===== config.mk =====
export PLATFORM = sky130hd
export DESIGN_NAME = mul_hilo_sequencer_flat
export DESIGN_NICKNAME = d
export VERILOG_FILES = /design/src/rtl/mul_hilo_sequencer_pkg.sv /design/src/rtl/mul_hilo_sequencer_if.sv /design/src/rtl/mul_hilo_sequencer_radix_step.sv /design/src/rtl/mul_hilo_sequencer.sv /design/src/flat_wrapper.sv
export SDC_FILE = /design/constraint.sdc
export NUM_CORES = 2
export LEC_CHECK = 0
export CAP_MARGIN = 30
export CELL_PAD_IN_SITES_DETAIL_PLACEMENT = 0
export CELL_PAD_IN_SITES_GLOBAL_PLACEMENT = 1
export CORE_MARGIN = 3
export CORE_UTILIZATION = 41
export DETAILED_ROUTE_END_ITERATION = 6
export GPL_TIMING_DRIVEN = 0
export HOLD_SLACK_MARGIN = 0.15
export PLACE_DENSITY = 0.89
export SYNTH_ARGS = -nofsm -noshare
export SYNTH_HDL_FRONTEND = slang
export SYNTH_SLANG_ARGS = --single-unit

===== constraint.sdc =====
create_clock -name Clk -period 9.1 [get_ports Clk]
set_input_delay 1.82 -clock Clk [delete_from_list [all_inputs] [get_ports Clk]]
set_output_delay 1.82 -clock Clk [all_outputs]
set_load 0.01 [all_outputs]

===== src/rtl/mul_hilo_sequencer_pkg.sv =====
// ALU control codes and multiply-sequencer state encoding shared by the
// multiply sequencer and its surroundings.
package alu_ctrl_pkg;

    localparam logic [4:0] OP_MULT  = 5'b00011;
    localparam logic [4:0] OP_MULTU = 5'b00100;
    localparam logic [4:0] OP_MUL   = 5'b10011;
    localparam logic [4:0] OP_MADD  = 5'b10100;
    localparam logic [4:0] OP_MSUB  = 5'b10101;

    typedef enum logic [1:0] {
        IDLE,
        LOAD,
        ITER,
        FINISH
    } state_t;

    function automatic logic is_mul_op(input logic [4:0] op);
        return op inside {OP_MULT, OP_MULTU, OP_MUL, OP_MADD, OP_MSUB};
    endfunction

endpackage


===== src/rtl/mul_hilo_sequencer_if.sv =====
// Pipeline-facing bus of the multiply sequencer: launch, HI/LO writes,
// stall/completion and architectural HI/LO.
interface mul_hilo_sequencer_if #(
    parameter int WIDTH = 32
);
    logic             Start;
    logic [4:0]       Op;
    logic [WIDTH-1:0] A;
    logic [WIDTH-1:0] B;
    logic             HiWe;
    logic             LoWe;
    logic [WIDTH-1:0] WrData;
    logic             Busy;
    logic             Done;
    logic [WIDTH-1:0] Result;
    logic [WIDTH-1:0] Hi;
    logic [WIDTH-1:0] Lo;

    modport master (
        output Start, Op, A, B, HiWe, LoWe, WrData,
        input  Busy, Done, Result, Hi, Lo
    );

    modport slave (
        input  Start, Op, A, B, HiWe, LoWe, WrData,
        output Busy, Done, Result, Hi, Lo
    );
endinterface


===== src/rtl/mul_hilo_sequencer_radix_step.sv =====
// One shift-add iteration: folds the low RADIX_BITS multiplier bits into the
// accumulator, then advances multiplicand and multiplier by RADIX_BITS.
module mul_radix_step #(
    parameter int WIDTH      = 32,
    parameter int RADIX_BITS = 2
) (
    input  logic [2*WIDTH-1:0] i_acc,
    input  logic [2*WIDTH-1:0] i_mcand,
    input  logic [WIDTH-1:0]   i_mplr,
    output logic [2*WIDTH-1:0] o_acc,
    output logic [2*WIDTH-1:0] o_mcand,
    output logic [WIDTH-1:0]   o_mplr
);

    logic [2*WIDTH-1:0] w_sum;

    always_comb begin
        // NOTE: w_sum gets its default first so every path assigns it (no latch);
        // blocking '=' is correct here because each partial product builds on the last.
        w_sum = i_acc;
        for (int j = 0; j < RADIX_BITS; j++) begin
            if (i_mplr[j]) w_sum = w_sum + (i_mcand << j);
        end
    end

    assign o_acc   = w_sum;
    assign o_mcand = i_mcand << RADIX_BITS;
    assign o_mplr  = i_mplr >> RADIX_BITS;

endmodule


===== src/rtl/mul_hilo_sequencer.sv =====
// Iterative shift-add multiply sequencer owning HI/LO (MULT/MULTU/MUL/MADD/MSUB).
// Define MUL_EARLY_TERM_EN to leave ITER once the remaining multiplier is zero.
module mul_hilo_sequencer
    import alu_ctrl_pkg::*;
#(
    parameter int WIDTH      = 32,
    parameter int RADIX_BITS = 2
) (
    input logic                Clk,
    input logic                Rst,
    mul_hilo_sequencer_if.slave bus
);

    localparam int N     = WIDTH / RADIX_BITS;
    localparam int CNT_W = $clog2(N) + 1;

    state_t             r_state;
    logic [4:0]         r_op;
    logic [WIDTH-1:0]   r_a, r_b, r_mplr;
    logic [2*WIDTH-1:0] r_acc, r_mcand;
    logic               r_neg, r_busy, r_done;
    logic [CNT_W-1:0]   r_cnt;
    logic [WIDTH-1:0]   r_result, r_hi, r_lo;

    logic               w_signed, w_last;
    logic [WIDTH-1:0]   w_mag_a, w_mag_b, w_step_mplr;
    logic [2*WIDTH-1:0] w_step_acc, w_step_mcand, w_prod, w_hilo;

    assign w_signed = (r_op != OP_MULTU);
    assign w_mag_a  = (w_signed && r_a[WIDTH-1]) ? -r_a : r_a;
    assign w_mag_b  = (w_signed && r_b[WIDTH-1]) ? -r_b : r_b;
    assign w_prod   = r_neg ? -w_step_acc : w_step_acc;
    assign w_hilo   = {r_hi, r_lo};

`ifdef MUL_EARLY_TERM_EN
    assign w_last = (r_cnt == CNT_W'(N - 1)) || (w_step_mplr == '0);
`else
    assign w_last = (r_cnt == CNT_W'(N - 1));
`endif

    mul_radix_step #(
        .WIDTH      (WIDTH),
        .RADIX_BITS (RADIX_BITS)
    ) u_step (
        .i_acc   (r_acc),
        .i_mcand (r_mcand),
        .i_mplr  (r_mplr),
        .o_acc   (w_step_acc),
        .o_mcand (w_step_mcand),
        .o_mplr  (w_step_mplr)
    );

    // NOTE: sequential state uses non-blocking '<=' only, so every register
    // samples pre-edge values regardless of statement order.
    always_ff @(posedge Clk) begin
        if (Rst) begin
            r_state  <= IDLE;
            r_op     <= '0;
            r_a      <= '0;
            r_b      <= '0;
            r_mplr   <= '0;
            r_acc    <= '0;
            r_mcand  <= '0;
            r_neg    <= 1'b0;
            r_busy   <= 1'b0;
            r_done   <= 1'b0;
            r_cnt    <= '0;
            r_result <= '0;
            r_hi     <= '0;
            r_lo     <= '0;
        end else begin
            case (r_state)
                IDLE: begin
                    if (bus.HiWe) r_hi <= bus.WrData;
                    if (bus.LoWe) r_lo <= bus.WrData;
                    if (bus.Start && is_mul_op(bus.Op)) begin
                        r_op    <= bus.Op;
                        r_a     <= bus.A;
                        r_b     <= bus.B;
                        r_busy  <= 1'b1;
                        r_state <= LOAD;
                    end
                end
                LOAD: begin
                    r_mcand <= {{WIDTH{1'b0}}, w_mag_a};
                    r_mplr  <= w_mag_b;
                    r_acc   <= '0;
                    r_cnt   <= '0;
                    r_neg   <= w_signed && (r_a[WIDTH-1] ^ r_b[WIDTH-1]);
                    r_state <= ITER;
                end
                ITER: begin
                    r_acc   <= w_step_acc;
                    r_mcand <= w_step_mcand;
                    r_mplr  <= w_step_mplr;
                    r_cnt   <= r_cnt + 1'b1;
                    // Final sign fix-up and HI/LO commit land on the edge into FINISH
                    if (w_last) begin
                        case (r_op)
                            OP_MULT, OP_MULTU: {r_hi, r_lo} <= w_prod;
                            OP_MADD:           {r_hi, r_lo} <= w_hilo + w_prod;
                            OP_MSUB:           {r_hi, r_lo} <= w_hilo - w_prod;
                            OP_MUL:            r_result     <= w_prod[WIDTH-1:0];
                            default: ;
                        endcase
                        r_done  <= 1'b1;
                        r_state <= FINISH;
                    end
                end
                FINISH: begin
                    r_done  <= 1'b0;
                    r_busy  <= 1'b0;
                    r_state <= IDLE;
                end
                default: r_state <= IDLE;
            endcase
        end
    end

    assign bus.Busy   = r_busy;
    assign bus.Done   = r_done;
    assign bus.Result = r_result;
    assign bus.Hi     = r_hi;
    assign bus.Lo     = r_lo;

endmodule


===== src/flat_wrapper.sv =====
// flat-port wrapper written by rule: the top's interface ports become plain ports
module mul_hilo_sequencer_flat import alu_ctrl_pkg::*;
#(
    parameter int WIDTH      = 32,
    parameter int RADIX_BITS = 2
)
  (Clk, Rst, bus_Start, bus_Op, bus_A, bus_B, bus_HiWe, bus_LoWe, bus_WrData, bus_Busy, bus_Done, bus_Result, bus_Hi, bus_Lo);
  mul_hilo_sequencer_if #(.WIDTH(WIDTH)) bus_i ();
  input logic Clk;
  input logic Rst;
  input wire logic [$bits(bus_i.Start)-1:0] bus_Start;
  input wire logic [$bits(bus_i.Op)-1:0] bus_Op;
  input wire logic [$bits(bus_i.A)-1:0] bus_A;
  input wire logic [$bits(bus_i.B)-1:0] bus_B;
  input wire logic [$bits(bus_i.HiWe)-1:0] bus_HiWe;
  input wire logic [$bits(bus_i.LoWe)-1:0] bus_LoWe;
  input wire logic [$bits(bus_i.WrData)-1:0] bus_WrData;
  output wire logic [$bits(bus_i.Busy)-1:0] bus_Busy;
  output wire logic [$bits(bus_i.Done)-1:0] bus_Done;
  output wire logic [$bits(bus_i.Result)-1:0] bus_Result;
  output wire logic [$bits(bus_i.Hi)-1:0] bus_Hi;
  output wire logic [$bits(bus_i.Lo)-1:0] bus_Lo;
  assign bus_i.Start = bus_Start;
  assign bus_i.Op = bus_Op;
  assign bus_i.A = bus_A;
  assign bus_i.B = bus_B;
  assign bus_i.HiWe = bus_HiWe;
  assign bus_i.LoWe = bus_LoWe;
  assign bus_i.WrData = bus_WrData;
  assign bus_Busy = bus_i.Busy;
  assign bus_Done = bus_i.Done;
  assign bus_Result = bus_i.Result;
  assign bus_Hi = bus_i.Hi;
  assign bus_Lo = bus_i.Lo;
  mul_hilo_sequencer #(.WIDTH(WIDTH), .RADIX_BITS(RADIX_BITS)) u_core (.Clk(Clk), .Rst(Rst), .bus(bus_i));
endmodule

==> results.py <==
metrics = {
    "hold_path": {
        "min_to": "u_core.bus.Result[19]$_SDFFE_PP0P_",
        "hold_depth": 2,
        "min_path_type": "flip-flop to flip-flop",
        "hold_start": "u_core.bus.Result[19]$_SDFFE_PP0P_",
    },
    "synthesis": {
        "yosysTopAreaCellShare_pct": 19.8,
        "yosysWarnings": 0,
        "synth.avg_cell_area_um2": 7.06,
        "synth-seq-area-share_pct": 19.8,
        "synthCells": 4797,
        "yosysTopAreaCell": "dfxtp_1",
        "synth_area_leaders": "dfxtp_1 (20%), ha_1 (9.9%), a21oi_1 (7.7%), nand2_1 (6.4%), nor2_1 (6.0%)",
        "syn_area_um2": 33900,
        "postSynth.asyncResetShare_pct": 0,
        "synthDistinctLibCells": 116,
        "synth_nets": 5175,
        "ys_ff_latch": 335,
        "synth_edf_count": 0,
        "yosys_most_used_dff": "dfxtp_1",
    },
    "global_route": {
        "antenna_found_initial": 1,
        "grt_max_degree": 13,
        "track_usage_pct": 36.6,
        "grt_pass1_vias": 36800,
        "grt_pass1_wl_mm": 239,
        "grt_overflow": 0,
    },
    "cts": {
        "htree_levels": 2,
        "insertion_delay_ps": 610,
        "ctsLongestPathBuffers": 3,
        "tritoncts": "done",
        "clock-root-buffer": "clkbuf_16",
        "cts-hold-fix-buffers": 0,
        "cts_buffers": 42,
        "cts.sinks": 335,
        "clk_pin_slew_ps": 60,
    },
    "layout": {
        "final_layout_size_suffix_gt1_share_pct": 15.7,
        "nets": 5598,
        "area_delta_synth_final_pct": 27.8,
        "final_area_um2": 43300,
        "final_common_cell": "nand2_1",
        "layout_common_cells": "nand2_1 (574), nor2_1 (531), a21oi_1 (478)",
    },
    "setup_path": {
        "reg2reg_depth": 39,
        "rrSetupSlack_ps": -80,
        "crit_required_ps": 9610,
        "cp_max_fo": 7,
        "rr_startpoint": "u_core.r_acc[0]$_SDFFE_PP0P_",
        "cpMostUsedCell": "ha_4",
        "r2r-end": "u_core.bus.Hi[22]$_SDFFE_PP0P_",
        "arrival_ps": 9690,
        "endpoint_kind": "flip-flop",
        "crit_path_start_kind": "flip-flop",
        "cpMaxStageDelayCell": "or4b_4",
        "criticalPathCategory": "flip-flop to flip-flop",
        "critPathMaxStageDelay_ps": 550,
    },
    "flow_run": {
        "max_cap_viol_count": 0,
    },
    "sta": {
        "slew_violations": 0,
        "fin_crit_sh_pct": 101,
        "layout_setup_ws_ps": -84.3,
        "worst_pin_slew_ps": 1120,
        "setup_viol": 3,
        "fmax_mhz": 109,
        "clock_skew_ps": 46.8,
        "hold_ws_ps": 463,
        "hold_viol_final": 0,
        "period_needed_ps": 9180,
        "rsz0062_at_grt": "true",
        "maxSlewHeadroom_pct": 25.2,
    },
    "die": {
        "die-area_um2": 86100,
        "die_h_um": 293,
        "core_um2": 81200,
        "ioPinCount": 204,
        "initial_utilization_pct": 41.7,
        "num_rows": 104,
        "dieWidth_um": 293,
    },
    "drt": {
        "first_iter_violations": 4774,
        "first_pass_iters": 7,
        "route.antenna.remaining_nets": 0,
        "routed_wirelength_mm": 167,
        "drt-vias-per-instance": 6.43,
        "routedWlPerCell_um": 26.5,
        "dr_total_vias": 40600,
        "drc": 1,
    },
    "power": {
        "leakage_uw": 0.0167,
        "power_density_nw_per_um2": 232,
        "peakVddDrop_v": 0.000162,
    },
    "status": {
        "status": "finished with violations",
        "violations": "DRC, setup timing",
    },
    "placed_design": {
        "post-place-ws_ps": -5090,
        "dp_hpwl_mm": 129,
        "dpl-instance-area_um2": 37500,
        "place.gp.congestion": 1.05,
        "port_buffers": 202,
    },
}
-- synth_stat cells, types with 85 or more instances --
cell type / number
nand2_1: 582
nor2_1: 546
a21oi_1: 523
dfxtp_1: 335
o21ai_0: 280
ha_1: 268
clkbuf_1: 241
inv_1: 200
xnor2_1: 162
nand3_1: 122
a21o_1: 97
nor3_1: 97
a211oi_1: 92
mux2i_1: 90
xor2_1: 85
-- timing repair --
| item | 4_1_cts | 5_1_grt |
|---|---|---|
| cloned | 0 | 0 |
| pin swaps | 75 | 130 |
| resized for setup | 318 | 309 |
| setup buffers | 104 | 84 |
| setup endpoints to repair | 72 | 32 |
-- worst max-delay path, delay by kind of cell (launching register included) --
family / cells / cell delay (ps)
compound gates: 16 / 3370
xor+xnor: 4 / 720
fa+ha+maj: 4 / 970
buf+inv: 5 / 720
flops: 1 / 370
mux: 2 / 560
simple gates: 8 / 2350
-- power by group --
| group | internal [µW] | leakage [µW] | total (µW) | switching [µW] |
|---|---|---|---|---|
| Clock | 1150 | 0.000753 | 1910 | 759 |
| Sequential | 1610 | 0.00273 | 1910 | 298 |
| Combinational | 2400 | 0.0133 | 6240 | 3840 |
-- flip-flops by register name (all words and copies together) (netlist names), 2 cells and up --
| signal | cells |
|---|---|
| u_core.r_acc | 64 |
| u_core.r_state | 2 |
| u_core.r_mcand | 64 |
| u_core.bus.Lo | 32 |
| u_core.r_cnt | 5 |
| u_core.bus.Hi | 32 |
| u_core.r_a | 32 |
| u_core.r_op | 5 |
| u_core.r_b | 32 |
| u_core.bus.Result | 32 |
| u_core.r_mplr | 32 |
-- cell families (layout without fill, tap and decap cells) --
| kind of cell | count (synthesis) | after routing | share of synthesized area, % |
|---|---|---|---|
| AND/OR/NAND/NOR | 1736 | 1736 | 23.6 |
| AO/OA/AOI/OAI | 1584 | 1584 | 30.6 |
| buffers and inverters | 497 | 952 | 5.63 |
| flip-flops | 335 | 335 | 19.8 |
| adder cells (fa/ha/maj) | 272 | 272 | 10.1 |
| XOR/XNOR | 248 | 248 | 6.43 |
| multiplexers | 125 | 125 | 3.85 |
| other | 0 | 2 | 0 |
-- layer usage --
metal | track usage (%) | up-vias | part of all wire [%]
li1 | - | 18200 | -
met1 | 48.6 | 19200 | 40
met2 | 54.5 | 2590 | 41
met3 | 9.20 | 551 | 12
met4 | 19.2 | 2 | 6.3
met5 | 0 | - | 0.0060
-- per-stage QoR --
stage               TNS (ps)  power [µW]  utilization (%)  cells
floorplan                  0        4940                -   4797
global placement     -206800        6690             45.9   6059
detailed placement   -192800        6710             46.1   6079
CTS                    -2.54        9240             50.8   6237
global route           -1810       10400             53.3   6312
finish                  -196       10100             53.3   6314
-- worst max path at each step --
stage                                           to  depth (start not counted)  slack [ps]                     startpoint
detailed placement  u_core.bus.Hi[27]$_SDFFE_PP0P_                         36       -5090  u_core.r_mplr[0]$_SDFFE_PP0P_
floorplan           u_core.bus.Hi[22]$_SDFFE_PP0P_                         36           4  u_core.r_mplr[0]$_SDFFE_PP0P_
global placement    u_core.bus.Hi[27]$_SDFFE_PP0P_                         39       -5300  u_core.r_mplr[0]$_SDFFE_PP0P_
CTS                 u_core.bus.Hi[29]$_SDFFE_PP0P_                         40          -3  u_core.r_mplr[0]$_SDFFE_PP0P_
global route        u_core.bus.Hi[22]$_SDFFE_PP0P_                         40        -320   u_core.r_acc[0]$_SDFFE_PP0P_
finish              u_core.bus.Hi[22]$_SDFFE_PP0P_                         39         -80   u_core.r_acc[0]$_SDFFE_PP0P_
-- layout make-up --
type	instances	area, µm²
fill	7859	37900
multi-input combinational	3965	27900
sequential	335	6760
timing repair buffer	415	3760
tap	1060	1330
clock buffer	62	1280
buffer	258	1220
inverter	203	769
clock inverter	14	273
antenna	2	5.00
(Power assumes the default switching activity.)
